`config.mk`:
```
export PLATFORM = sky130hd
export DESIGN_NAME = uart_rx_cfg
export DESIGN_NICKNAME = d
export VERILOG_FILES = /design/src/rtl/uart_rx_cfg.sv
export SDC_FILE = /design/constraint.sdc
export NUM_CORES = 1
export LEC_CHECK = 0
export ABC_CLOCK_PERIOD_IN_PS = 4360
export BUFFER_PORTS_ARGS = -buffer_cell sky130_fd_sc_hd__buf_2
export CAP_MARGIN = 25
export CORE_MARGIN = 8
export CORE_UTILIZATION = 50
export CTS_CLUSTER_DIAMETER = 50
export DETAILED_ROUTE_END_ITERATION = 10
export HOLD_SLACK_MARGIN = 0.02
export PLACE_DENSITY = 0.67
export SLEW_MARGIN = 20
export SYNTH_ARGS = -nofsm -noshare
export SYNTH_HDL_FRONTEND = slang
export SYNTH_SLANG_ARGS = --single-unit
```
`constraint.sdc`:
```
create_clock -name CLK -period 4.36 [get_ports CLK]
set_input_delay 0.218 -clock CLK [delete_from_list [all_inputs] [get_ports CLK]]
set_output_delay 0.218 -clock CLK [all_outputs]
set_load 0.05 [all_outputs]
```
`src/rtl/uart_rx_cfg.sv`:
```
// Runtime-configurable UART receiver: 5..9 data bits, none/even/odd parity, 1 or 2 stop bits,
// 3-sample majority per bit, and a valid/ready holding register with parity/framing/break/overrun status.
module uart_rx_cfg #(
  parameter int OVERSAMPLING  = 16,
  parameter int MAX_DATA_BITS = 9
) (
  input  logic                     CLK,
  input  logic                     NRST,
  input  logic                     DIVPULSE,
  input  logic                     RX_DSER,
  input  logic [3:0]               CFG_DBITS,
  input  logic [1:0]               CFG_PARITY,
  input  logic                     CFG_STOP2,
  input  logic                     RX_READY,
  output logic                     RX_VALID,
  output logic [MAX_DATA_BITS-1:0] RX_DO,
  output logic                     RX_PERR,
  output logic                     RX_FERR,
  output logic                     RX_BREAK,
  output logic                     RX_OVR
);

  localparam int M  = OVERSAMPLING / 2;
  localparam int TW = $clog2(OVERSAMPLING);

  typedef enum logic [2:0] {S_IDLE, S_START, S_DATA, S_PAR, S_STOP, S_BRK} state_t;

  state_t                   r_state, w_state_nx;
  logic [TW-1:0]            r_tcnt, w_tcnt_nx, w_tcnt_inc;
  logic [1:0]               r_sync;
  logic                     r_s0, r_s1;
  logic [3:0]               r_dbits, r_idx, w_dbits_cfg;
  logic                     r_par_en, r_odd, r_stop2, r_stopn;
  logic [MAX_DATA_BITS-1:0] r_data;
  logic                     r_allz, r_perr, r_ferr, r_brk;
  logic                     r_valid, r_hperr, r_hferr, r_hbrk, r_ovr;
  logic [MAX_DATA_BITS-1:0] r_do;
  logic                     w_rxs, w_maj, w_dec, w_bend, w_last, w_final, w_done, w_brk_now;

  assign w_rxs      = r_sync[1];
  assign w_maj      = (r_s0 & r_s1) | (r_s0 & w_rxs) | (r_s1 & w_rxs);
  assign w_dec      = (r_tcnt == TW'(M + 1));
  assign w_bend     = (r_tcnt == TW'(OVERSAMPLING - 1));
  assign w_tcnt_inc = w_bend ? '0 : r_tcnt + TW'(1);
  assign w_last     = (r_idx == r_dbits - 4'd1);
  assign w_final    = r_stopn | ~r_stop2;
  assign w_done     = DIVPULSE && (r_state == S_STOP) && w_dec && w_final;
  // Break is judged on the first stop bit; with two stop bits it was latched a bit earlier.
  assign w_brk_now  = r_stopn ? r_brk : (r_allz & ~w_maj);

  always_comb begin
    if (CFG_DBITS < 4'd5)      w_dbits_cfg = 4'd5;
    else if (CFG_DBITS > 4'd9) w_dbits_cfg = 4'd9;
    else                       w_dbits_cfg = CFG_DBITS;
  end

  always_ff @(posedge CLK) begin
    if (!NRST) begin
      r_sync  <= 2'b11;
      r_state <= S_IDLE;
      r_tcnt  <= '0;
    end else begin
      r_sync  <= {r_sync[0], RX_DSER};
      r_state <= w_state_nx;
      r_tcnt  <= w_tcnt_nx;
    end
  end

  always_comb begin
    w_state_nx = r_state;
    w_tcnt_nx  = r_tcnt;
    if (DIVPULSE) begin
      case (r_state)
        S_IDLE: begin
          if (!w_rxs) begin
            w_state_nx = S_START;
            w_tcnt_nx  = TW'(1);
          end else begin
            w_tcnt_nx  = '0;
          end
        end
        S_START: begin
          w_tcnt_nx = w_tcnt_inc;
          if (w_dec && w_maj) begin
            w_state_nx = S_IDLE;
            w_tcnt_nx  = '0;
          end else if (w_bend) begin
            w_state_nx = S_DATA;
          end else begin
            w_state_nx = S_START;
          end
        end
        S_DATA: begin
          w_tcnt_nx = w_tcnt_inc;
          if (w_bend && w_last) w_state_nx = r_par_en ? S_PAR : S_STOP;
          else                  w_state_nx = S_DATA;
        end
        S_PAR: begin
          w_tcnt_nx = w_tcnt_inc;
          if (w_bend) w_state_nx = S_STOP;
          else        w_state_nx = S_PAR;
        end
        S_STOP: begin
          w_tcnt_nx = w_tcnt_inc;
          if (w_done) begin
            w_state_nx = w_brk_now ? S_BRK : S_IDLE;
            w_tcnt_nx  = '0;
          end else begin
            w_state_nx = S_STOP;
          end
        end
        S_BRK: begin
          w_tcnt_nx  = '0;
          w_state_nx = w_rxs ? S_IDLE : S_BRK;
        end
        default: begin
          w_state_nx = S_IDLE;
          w_tcnt_nx  = '0;
        end
      endcase
    end
  end

  always_ff @(posedge CLK) begin
    if (!NRST) begin
      r_s0 <= 1'b1; r_s1 <= 1'b1;
      r_dbits <= 4'd8; r_par_en <= 1'b0; r_odd <= 1'b0; r_stop2 <= 1'b0;
      r_idx <= 4'd0; r_data <= '0; r_allz <= 1'b0;
      r_perr <= 1'b0; r_ferr <= 1'b0; r_brk <= 1'b0; r_stopn <= 1'b0;
    end else if (DIVPULSE) begin
      if (r_tcnt == TW'(M - 1)) r_s0 <= w_rxs;
      if (r_tcnt == TW'(M))     r_s1 <= w_rxs;
      case (r_state)
        S_IDLE: begin
          if (!w_rxs) begin
            r_dbits  <= w_dbits_cfg;
            r_par_en <= CFG_PARITY[0] ^ CFG_PARITY[1];
            r_odd    <= CFG_PARITY[1];
            r_stop2  <= CFG_STOP2;
            r_idx    <= 4'd0;
            r_data   <= '0;
            r_allz   <= 1'b1;
            r_perr   <= 1'b0;
            r_ferr   <= 1'b0;
            r_brk    <= 1'b0;
            r_stopn  <= 1'b0;
          end
        end
        S_DATA: begin
          if (w_dec) begin
            for (int i = 0; i < MAX_DATA_BITS; i++) begin
              if (r_idx == 4'(i)) r_data[i] <= w_maj;
            end
            r_allz <= r_allz & ~w_maj;
          end
          if (w_bend) r_idx <= r_idx + 4'd1;
        end
        S_PAR: begin
          if (w_dec) begin
            r_perr <= (^r_data) ^ w_maj ^ r_odd;
            r_allz <= r_allz & ~w_maj;
          end
        end
        S_STOP: begin
          if (w_dec) begin
            r_ferr <= r_ferr | ~w_maj;
            if (!r_stopn) r_brk <= r_allz & ~w_maj;
          end
          if (w_bend) r_stopn <= 1'b1;
        end
        default: r_idx <= r_idx;
      endcase
    end
  end

  // A completing frame loads whenever the slot is empty or being drained this cycle.
  always_ff @(posedge CLK) begin
    if (!NRST) begin
      r_valid <= 1'b0; r_do <= '0;
      r_hperr <= 1'b0; r_hferr <= 1'b0; r_hbrk <= 1'b0; r_ovr <= 1'b0;
    end else begin
      r_ovr <= 1'b0;
      if (w_done && (!r_valid || RX_READY)) begin
        r_valid <= 1'b1;
        r_do    <= w_brk_now ? '0 : r_data;
        r_hperr <= r_perr;
        r_hferr <= r_ferr | ~w_maj;
        r_hbrk  <= w_brk_now;
      end else if (w_done) begin
        r_ovr   <= 1'b1;
      end else if (r_valid && RX_READY) begin
        r_valid <= 1'b0;
      end else begin
        r_valid <= r_valid;
      end
    end
  end

  assign RX_VALID = r_valid;
  assign RX_DO    = r_do;
  assign RX_PERR  = r_hperr;
  assign RX_FERR  = r_hferr;
  assign RX_BREAK = r_hbrk;
  assign RX_OVR   = r_ovr;

endmodule

```
# Word level (Yosys, flattened, before mapping)
# Index checks and enable logic that the tools add are counted.
[word_totals]
word_cells = 173
in_bits = 12
output_inout_bits = 14
reg_bits = 50
[op_classes]
bitwise = 15
addsub = 3
eq_ne = 35
mux = 50
reduce_logical = 38
magnitude_cmp = 2
[op_table]
columns = ["cell", "count"]
rows = [
  ["AND reduction 5 bit", 9],
  ["inequality test 2 bit (second input constant)", 15],
  ["two-way mux 4 bit", 7],
  ["two-way mux 9 bit", 3],
  ["two-way mux 1 bit", 22],
  ["two-way mux 3 bit", 7],
  ["equality test 4 x 3 -> 1 bit (second input constant)", 5],
  ["AND reduction 4 bit", 5],
  ["case mux 3 bit (6 select lines)", 1],
  ["case mux 9 bit (2 select lines)", 1],
  ["equality test 4 bit (second input constant)", 4],
  ["case mux 4 bit (4 select lines)", 1],
  ["case mux 1 bit (2 select lines)", 5],
  ["nonzero test 2 bit", 5],
  ["XOR reduction 9 bit", 1],
  ["adder 4 x 1 -> 4 bit (second input constant)", 2],
  ["equality test 4 x 2 -> 1 bit (second input constant)", 2],
  ["case mux 4 bit (2 select lines)", 1],
  ["AND reduction 2 bit", 4],
  ["logical AND 1 bit", 7],
  ["equality test 3 x 2 -> 1 bit (second input constant)", 2],
  ["equality test 3 bit (second input constant)", 2],
  ["bitwise AND 1 bit", 4],
  ["equality test 4 x 1 -> 1 bit (second input constant)", 1],
  ["16 further kinds", 27],
]

# Logic depth before layout (Yosys ltp)
# Gate-level depths: netlist of run 1.
[logic_depth]
depth_word = 9
mapped_depth = 8

# Least setup slack after synthesis of run 1
# Ideal clock, no wire load.
[synth_timing]
path_type = "register -> register"
startpoint = "reg r_tcnt[0]"
endpoint = "reg r_do[0], in the netlist RX_DO[0]"
period_less_slack_ns = 1.802
stages_incl_launch_ff = 8
arrival_ns = 1.674
slack_ns = 2.558
cell_sequence = "dfxtp_1 -> ha_1 -> and3b_4 -> nand3_4 -> or4_4 -> buf_6 -> a22oi_1 -> nor2_1"
[synth_between]
elab_chain_len = 4
[synth_lines]
columns = ["element", "line_no", "text"]
rows = [
  ["start: declaration", "29", "logic [TW-1:0] r_tcnt, w_tcnt_nx, w_tcnt_inc;"],
  ["start signal: assignment", "65", "r_tcnt <= w_tcnt_nx;"],
  ["equality test 4 bit", "42", "assign w_dec = (r_tcnt == TW'(M + 1));"],
  ["logical AND 1 bit (2 in series)", "47", "assign w_done = DIVPULSE && (r_state == S_STOP) && w_dec && w_final;"],
  ["logical AND 1 bit", "183", "if (w_done && (!r_valid || RX_READY)) begin"],
  ["end signal: assignment", "185", "r_do <= w_brk_now ? '0 : r_data;"],
  ["end: declaration", "37", "logic [MAX_DATA_BITS-1:0] r_do;"],
]
# No other way between the ends.
# A chain may end at the register's enable or synchronous reset.

# Worst setup path in the final report of run 1
[layout_timing]
startpoint = "reg r_state[1]"
endpoint = "reg r_data[7]"
[layout_between]
elab_chain_len = 3
word_cells_on_any_way = 8
classes_between = "4 x eq/ne; 1 x mux; 3 x reduce/logical"
[layout_lines]
columns = ["element", "line_no", "text"]
rows = [
  ["start: declaration", "28", "state_t r_state, w_state_nx;"],
  ["start signal: assignment", "64", "r_state <= w_state_nx;"],
  ["equality test 3 x 2 -> 1 bit / zero test 3 bit (equally long branches)", "133", "case (r_state)"],
  ["inequality test 2 bit (no source line) / nonzero test 2 bit (equally long branches)", "n/a", ""],
  ["AND reduction 5 bit (no source line)", "n/a", ""],
  ["end signal: indexed assignment", "152", "if (r_idx == 4'(i)) r_data[i] <= w_maj;"],
  ["end: declaration", "34", "logic [MAX_DATA_BITS-1:0] r_data;"],
]
# Parallel ways exist; a longest one is shown, timed or not.

==> results of run 1 <==
logic make-up (layout without fill, tap and decap cells):
kind of cell | count (synthesis) | in the layout | share of synthesized area [%]
AND/OR/NAND/NOR | 122 | 122 | 23.2
AO/OA/AOI/OAI | 65 | 65 | 17.6
flip-flops | 50 | 50 | 37.9
buffers and inverters | 31 | 49 | 5.31
XOR/XNOR | 19 | 19 | 6.87
multiplexers | 13 | 13 | 4.93
adder cells (fa/ha/maj) | 9 | 9 | 4.22
layout by cell type (no fill, tap or decap), types with 2 or more instances in the layout:
| cell | n |
|---|---|
| nor2_1 | 48 |
| nor3_1 | 7 |
| and2_1 | 3 |
| or2b_1 | 2 |
| a21o_1 | 3 |
| and3_1 | 4 |
| a211oi_1 | 3 |
| nand3_1 | 10 |
| inv_1 | 14 |
| nand3b_1 | 2 |
| buf_2 | 25 |
| a22oi_1 | 9 |
| xor2_1 | 3 |
| xnor2_1 | 15 |
| o21a_1 | 2 |
| mux2i_1 | 13 |
| a311oi_1 | 3 |
| a2bb2oi_1 | 2 |
| o21ai_0 | 7 |
| nand2b_1 | 3 |
| nand4_1 | 4 |
| o211ai_1 | 3 |
| dfxtp_1 | 50 |
| clkbuf_8 | 5 |
| ha_1 | 8 |
| a21oi_1 | 21 |
| nand2_1 | 26 |
| nor2b_1 | 2 |
final cells by class:
type	count	area, µm²	area share [%]
clock inverters	3	21.3	0.740
clock buffers	5	68.8	2.39
inverters	15	56.3	1.96
multi-input cells	228	1500	52.2
repair buffers	26	140	4.88
well taps	70	87.6	3.05
flip-flops and latches	50	1000	34.8
metal layers:
metal	share of wire [%]	vias to the layer above	track usage, %
met3	6.5	7	3.71
li1	-	1111	-
met5	0	-	0
met4	1.1	0	4.45
met1	48	988	20.0
met2	44	54	24.6
power breakdown:
part           internal, mW  total (mW)  switching (mW)
Sequential            0.461       0.468         0.00737
Combinational        0.0226      0.0567          0.0341
Clock                 0.113       0.272           0.159
Total                 0.596       0.796           0.200
worst paths after layout:
check	from	end	depth (start not counted)	slack [ns]
max	r_state[1]$_SDFFE_PN0P_	r_data[7]$_SDFFE_PN0P_	5	2.02
min	RX_DSER	r_sync[0]$_SDFF_PN1_	2	0.09
max reg2reg	r_state[1]$_SDFFE_PN0P_	r_data[7]$_SDFFE_PN0P_	5	2.02
min reg2reg	r_sync[0]$_SDFF_PN1_	r_sync[1]$_SDFF_PN1_	1	0.41
worst max-delay path, cell delays in order (launching register included):
cell,delay [ns]
dfxtp_1,0.76
inv_1,0.27
nor3_1,0.58
and2_1,0.42
mux2i_1,0.14
nor2_1,0.09
per-stage QoR:
step / power (mW) / util [%] / setup WS, ns
after floorplan: 0.518 / - / 2.56
after global placement: 0.533 / 54.2 / 2.15
after detailed placement: 0.534 / 54.2 / 2.09
after CTS: 0.802 / 56.0 / 2.06
after global routing: 0.837 / 56.3 / 1.82
final: 0.796 / 56.3 / 2.02
sequential cells by signal (all words and copies together), names as in the netlist:
signal,cells
RX_BREAK,1
RX_DO,9
RX_FERR,1
RX_OVR,1
RX_PERR,1
RX_VALID,1
r_allz,1
r_brk,1
r_data,9
r_dbits,4
r_ferr,1
r_idx,4
r_odd,1
r_par_en,1
r_perr,1
r_s0,1
r_s1,1
r_state,3
r_stop2,1
r_stopn,1
r_sync,2
r_tcnt,4
==> flow_summary.toml, run 1 <==
[clock_network]
cts-root-to-sink-buffers = 2
cts.clk_slew.worst_paths_ns = 0.09
cts_tree = "built"
clkSinkCount = 50
cts.htree.levels = 2
hold_buffers = 0
cts_buffers = 5
post_cts_setup_bufs = 0
post_cts.resized_instances = 0
insertion_delay_ns = 0.31
clock_tree.root_cell = "clkbuf_8"

[floorplan]
num_io_pins = 26
floorplan.initialDensity_pct = 51.7
die_width_um = 88.7
placeableCoreArea_um2 = 5110
fp.dieArea_um2 = 7860
die_h_um = 88.7
core.rowCount = 26

[sta]
setup-tns-final_ns = 0
final_count_of_hold_timing_violations = 0
layout_worst_path_cycle_share_pct = 53.8
report.final.slew_viol_count = 0
timing.final.crit_period_ns = 2.34
finalClockSkew_ns = 0.00546
timing_worst_slew_pin_value_ns = 0.671
setup_violations = 0
slew_hr_pct = 54.9
timing.fmax_ghz = 0.427
hold_slack_ns = 0.0880
grt_setup_unrepaired = "no"

[cells_and_area]
layout-drive-gt1-share_pct = 15.0
final-instance-count-excl-fill = 397
diodes = 0
finalInstanceArea_um2 = 2870
fill_cells = 500
area_growth_pct = 8.86
final_nets = 346

[route]
antenna_viol_nets_final = 0
dr.first_iter.drc_count = 174
post_drt_via_cell_ratio = 5.44
routed-via-count = 2160
drcViolationCount = 0
routed_wirelength_um = 5640
drt_pass1_iterations = 4
detail_route.wl_per_cell_um = 14.2

[grt]
groute.usage.overall_pct = 15.4
grt_pass1_wl_um = 9710
vias_in_the_first_global_route = 2109
grt_remaining_overflow = 0
grt_max_degree = 35
antenna_found_initial = 0

[setup_path]
cp-start-kind = "register"
required_ns = 4.60
timing.critical_path.arrival_ns = 2.58
worstPathMaxFanout = 21
worst-setup-path-type = "reg -> reg"
setup.worst_path.end_class = "register"

[logic_synthesis]
netlist.area_leader.share_pct = 37.9
syn-instance-count = 309
synth.net_count = 329
unique_masters_post_synth = 56
synth.yosys.warnings = 0
yosys.cell_count.top_type = "dfxtp_1"
post_syn_area_um2 = 2640
synth_top_area_cell = "dfxtp_1"
yosys_register_bits = 50
synth_area_leaders = "dfxtp_1 (38%), nor2_1 (6.8%), xnor2_1 (5.0%)"
seq_area_frac_synth_pct = 37.9
async_flop_share_pct = 0
avgSynthCellArea_um2 = 8.54
synth-main-ff-cell = "dfxtp_1"
number_of_enable_type_register_cells_in_the_synthesized_netlist = 0
post_synth_most_frequent_cells = "dfxtp_1 (50), nor2_1 (48), nand2_1 (26), a21oi_1 (21), xnor2_1 (15)"

[hold_path]
hold_class = "in -> reg"

[outcome]
status = "finished, final reports clean"

[placed_design]
detailedPlacementHpwl_um = 4050
place.port_buffers = 25
dpl.cell_count = 388
finalWeightedCongestion = 0.815
dpl-instance-area_um2 = 2770

[power]
power.static_leakage_nw = 1.12
cellPowerDensity_nw_per_um2 = 277
worst_ir_drop_vdd_mv = 0.202

[flow_run]
number_of_max_cap_violations = 0
Note: power is estimated with default switching activity, not from simulation.
==> inputs of run 2 (changes only) <==
Settings changed: ABC_CLOCK_PERIOD_IN_PS 4360 to 2100, PLACE_DENSITY 0.67 to 0.7.
Clock period 4.36 ns to 2.1 ns, I/O delays scaled along.
==> run 2 against run 1 <==
Net effect:
- via count up 2.0%
- non-clock buffer count rose by 5
- first-iteration DRC count is 40% lower
- power is 130% higher
- final cell count up 1.3%
- die area unchanged
- largest power group unchanged
==> flow_summary.toml, run 2 (synthesis gave the netlist of run 1 again) <==
[power]
worst_ir_drop_vdd_mv = 0.331
power.static_leakage_nw = 1.16
cellPowerDensity_nw_per_um2 = 611
p_total_mw = 1.79

[route]
detail_route.wl_per_cell_um = 13.9
dr.first_iter.drc_count = 104
post_drt_via_cell_ratio = 5.48
drt_pass1_iterations = 4
antenna_viol_nets_final = 0
routed_wirelength_um = 5590
routed-via-count = 2204
drcViolationCount = 0

[clock_network]
clock_tree.root_cell = "clkbuf_8"
cts_tree = "built"
cts.htree.levels = 2
cts-root-to-sink-buffers = 2
cts_buffers = 5
cts.clk_slew.worst_paths_ns = 0.10
post_cts_setup_bufs = 0
insertion_delay_ns = 0.31
clkSinkCount = 50

[floorplan]
die_width_um = 88.7
core.rowCount = 26
fp.dieArea_um2 = 7860
floorplan.initialDensity_pct = 51.7
die_h_um = 88.7
num_io_pins = 26
placeableCoreArea_um2 = 5110

[sta]
finalClockSkew_ns = 0.0111
timing.fmax_ghz = 0.507
final_count_of_hold_timing_violations = 0
timing_worst_slew_pin_value_ns = 0.504
setup-tns-final_ns = 0
layout_worst_path_cycle_share_pct = 93.9
setup_violations = 0
slew_hr_pct = 65.5
layout_setup_ws_ns = 0.128
grt_setup_unrepaired = "no"
report.final.slew_viol_count = 0
timing.final.crit_period_ns = 1.97

[grt]
vias_in_the_first_global_route = 2057
gr-max-usage-layer = "met2"
grtUsageMet3_pct = 2.69
grt_max_degree = 28
grt_use_met1_pct = 17.7
groute.usage.overall_pct = 14.8
antenna_found_initial = 0
grt_pass1_wl_um = 9270
grtUsageMet2_pct = 25.1
grt_remaining_overflow = 0

[cells_and_area]
layout-drive-gt1-share_pct = 16.3
mostFrequentLayoutCell = "dfxtp_1"
diodes = 0
layout_common_cells = "dfxtp_1 (50), nor2_1 (48), nand2_1 (26)"
area_growth_pct = 11.3
final_util_pct = 57.5
fill_cells = 486
final_nets = 351

[setup_path]
timing.critical_path.arrival_ns = 2.17
worstPathMaxFanout = 13
cp-start-kind = "register"
required_ns = 2.30
setup.worst_path.end_class = "register"
worst-setup-path-type = "reg -> reg"

[outcome]
status = "finished, final reports clean"

[placed_design]
dpl_worst_slack_ns = 0.156
detailedPlacementHpwl_um = 4040
place.port_buffers = 25
finalWeightedCongestion = 0.843

[flow_run]
number_of_max_cap_violations = 0

[hold_path]
hold_class = "in -> reg"
==> run 2: per-layer routing <==
| metal | part of all wire (%) | up-vias | wire length (µm) |
|---|---|---|---|
| li1 | - | 1112 | - |
| met1 | 45 | 1029 | 2510 |
| met2 | 50 | 54 | 2770 |
| met3 | 4.0 | 9 | 222 |
| met4 | 1.5 | 0 | 86 |
| met5 | 0 | - | 0 |
==> run 2: final timing paths <==
path	end	startpoint	depth (start not counted)	slack [ns]
setup reg to reg	RX_FERR$_SDFFE_PN0P_	r_tcnt[0]$_SDFFE_PN0P_	5	0.13
setup / recovery	RX_FERR$_SDFFE_PN0P_	r_tcnt[0]$_SDFFE_PN0P_	5	0.13
hold / removal	r_stop2$_SDFFE_PN0P_	CFG_STOP2	3	0.04
hold reg to reg	r_sync[1]$_SDFF_PN1_	r_sync[0]$_SDFF_PN1_	1	0.42
==> run 2: final cells by class <==
cell class	instances	area [µm²]	area share, %
multi-input combinational	228	1500	51.2
sequential	50	1000	34.1
timing repair buffer	31	173	5.87
tap	70	87.6	2.98
clock buffer	5	68.8	2.34
inverter	15	56.3	1.92
clock inverter	3	48.8	1.66
==> run 2: stage by stage <==
stage	hold WS (ns)	cells	instance area [µm²]
after floorplan	0.178	309	2640
final	0.0435	402	2940
after detailed placement	0.296	393	2810
after global placement	0.287	393	2810
after global routing	0.0336	402	2940
after CTS	0.0379	402	2930
==> run 2: report_power, final <==
part	switching, mW	internal, mW	leakage, nW	total [mW]
sequential	0.0123	0.957	0.404	0.969
combinational	0.0744	0.0496	0.701	0.124
clock	0.339	0.363	0.0563	0.701
==> run 2: critical path: stages (launching register included) <==
cell     delay [ns]
dfxtp_1        0.45
ha_1           0.20
and3b_4        0.24
nand3_4        0.09
or4_4          0.52
o311a_1        0.36
==> run 2: what timing repair did <==
item	CTS	global route
setup endpoints to repair	0	2
endpoints found under the hold margin	1	0
resized for setup	0	1
hold buffers	1	0
==> inputs of run 3 (changes only) <==
Settings changed: GPL_TIMING_DRIVEN from default to 0, PLACE_DENSITY 0.7 to 0.82.
==> run 3 against run 2 <==
Net effect:
- non-clock buffer count up 12
- final cell count up 2.7%
- clock skew down 0.0031 ns
- die area unchanged
- final area up 1.4%
- register-to-register slack about the same
- first-iteration DRC count up 91%
- fmax up 0.16%
- critical path type unchanged
- highest routed layer unchanged
==> flow_summary.toml, run 3 (synthesis gave the netlist of run 1 again) <==
[cells_and_area]
diodes = 0
mostFrequentLayoutCell = "dfxtp_1"
layout_common_cells = "dfxtp_1 (49), nor2_1 (48), buf_2 (29)"
area_growth_pct = 12.9
final_util_pct = 58.4
layout-drive-gt1-share_pct = 16.6
final_nets = 363
finalInstanceArea_um2 = 2980

[grt]
grt_pass1_wl_um = 10400
grt_remaining_overflow = 0
antenna_found_initial = 0
groute.usage.overall_pct = 16.5
grt_max_degree = 16
vias_in_the_first_global_route = 2227

[sta]
report.final.slew_viol_count = 0
grt_setup_unrepaired = "no"
setup_violations = 0
setup-tns-final_ns = 0
timing_worst_slew_pin_value_ns = 0.641
slew_hr_pct = 56.9
final_count_of_hold_timing_violations = 0
layout_worst_path_cycle_share_pct = 93.8
timing.fmax_ghz = 0.508
layout_setup_ws_ns = 0.131
timing.final.crit_period_ns = 1.97
finalClockSkew_ns = 0.00795

[setup_path]
setup.worst_path.end_class = "register"
worstPathMaxFanout = 10
worst-setup-path-type = "reg -> reg"
cp-start-kind = "register"
timing.critical_path.arrival_ns = 2.15
required_ns = 2.28

[route]
drt_pass1_iterations = 4
routed-via-count = 2304
antenna_viol_nets_final = 0
detail_route.wl_per_cell_um = 14.7
drcViolationCount = 0
dr.first_iter.drc_count = 199
post_drt_via_cell_ratio = 5.58
routed_wirelength_um = 6080

[placed_design]
dpl_worst_slack_ns = 0.105
detailedPlacementHpwl_um = 4580
place.port_buffers = 25
dpl-instance-area_um2 = 2850
finalWeightedCongestion = 0.957

[floorplan]
die_h_um = 88.7
fp.dieArea_um2 = 7860
floorplan.initialDensity_pct = 51.7
placeableCoreArea_um2 = 5110
die_width_um = 88.7
core.rowCount = 26
num_io_pins = 26

[power]
power.static_leakage_nw = 1.19
power.clock.fraction_pct = 37.9
swShare_pct = 23.3
cellPowerDensity_nw_per_um2 = 594
combPwrFrac_pct = 7.6
switchingPower_mw = 0.413
worst_ir_drop_vdd_mv = 0.409
p_int_mw = 1.36
pwr-share-seq_pct = 54.5

[clock_network]
cts_tree = "built"
cts.htree.levels = 2
cts.clk_slew.worst_paths_ns = 0.09
insertion_delay_ns = 0.31
clkSinkCount = 50
cts_buffers = 5
clock_tree.root_cell = "clkbuf_8"
cts-root-to-sink-buffers = 2

[hold_path]
hold_class = "in -> reg"

[flow_run]
number_of_max_cap_violations = 0

[outcome]
status = "finished, final reports clean"
==> run 3: path summary, 6_finish.rpt <==
check             depth (start not counted)  slack [ns]                   start               endpoint
setup / recovery                          8        0.13  r_tcnt[1]$_SDFFE_PN0P_  RX_DO[1]$_SDFFE_PN0P_
hold / removal                            3        0.04               CFG_STOP2   r_stop2$_SDFFE_PN0P_
setup reg to reg                          8        0.13  r_tcnt[1]$_SDFFE_PN0P_  RX_DO[1]$_SDFFE_PN0P_
hold reg to reg                           1        0.42    r_sync[0]$_SDFF_PN1_   r_sync[1]$_SDFF_PN1_
==> run 3: metrics by stage <==
stage	cells	power [mW]	hold WS, ns
floorplan	309	1.08	0.178
global placement	404	1.12	0.286
detailed placement	404	1.12	0.298
CTS	412	1.78	0.0427
global route	413	1.84	0.0555
finish	413	1.77	0.0367
==> run 3: area by class of cell <==
cell class	count	area (µm²)
Buffer	16	83.8
Clock buffer	5	68.8
Clock inverter	2	38.8
Fill cell	466	2130
Inverter	15	56.3
Multi-Input combinational cell	228	1500
Sequential cell	50	1000
Tap cell	70	87.6
Timing Repair Buffer	27	143
==> run 3: timing repair <==
item / CTS / global route
buffers inserted: 0 / 1
setup endpoints to repair: 0 / 3
hold buffers: 1 / 0
hold endpoints to repair: 1 / 0
gates resized for setup: 0 / 2
==> run 3: metal layers <==
| layer | wire length, µm | global-route usage, % | part of all wire [%] | up-vias |
|---|---|---|---|---|
| met5 | 0 | 0 | 0 | - |
| met4 | 90 | 5.84 | 1.5 | 0 |
| met3 | 414 | 3.16 | 6.8 | 9 |
| met2 | 2790 | 26.1 | 46 | 72 |
| met1 | 2790 | 21.7 | 46 | 1082 |
| li1 | - | - | - | 1141 |
==> run 3: critical path, cell delays in order (launching register included) <==
cell	delay (ns)
dfxtp_1	0.36
inv_1	0.09
ha_1	0.17
and3b_4	0.25
nand3_4	0.09
or4_4	0.46
buf_6	0.17
a22oi_1	0.19
nor2_1	0.06
==> run 3: power by group through the flow <==
stage               clock network, mW  logic (mW)  registers, mW
floorplan                           0      0.0908          0.986
global placement                    0       0.128          0.988
detailed placement                  0       0.130          0.988
CTS                             0.682       0.132          0.966
global route                    0.722       0.148          0.968
finish                          0.671       0.134          0.966
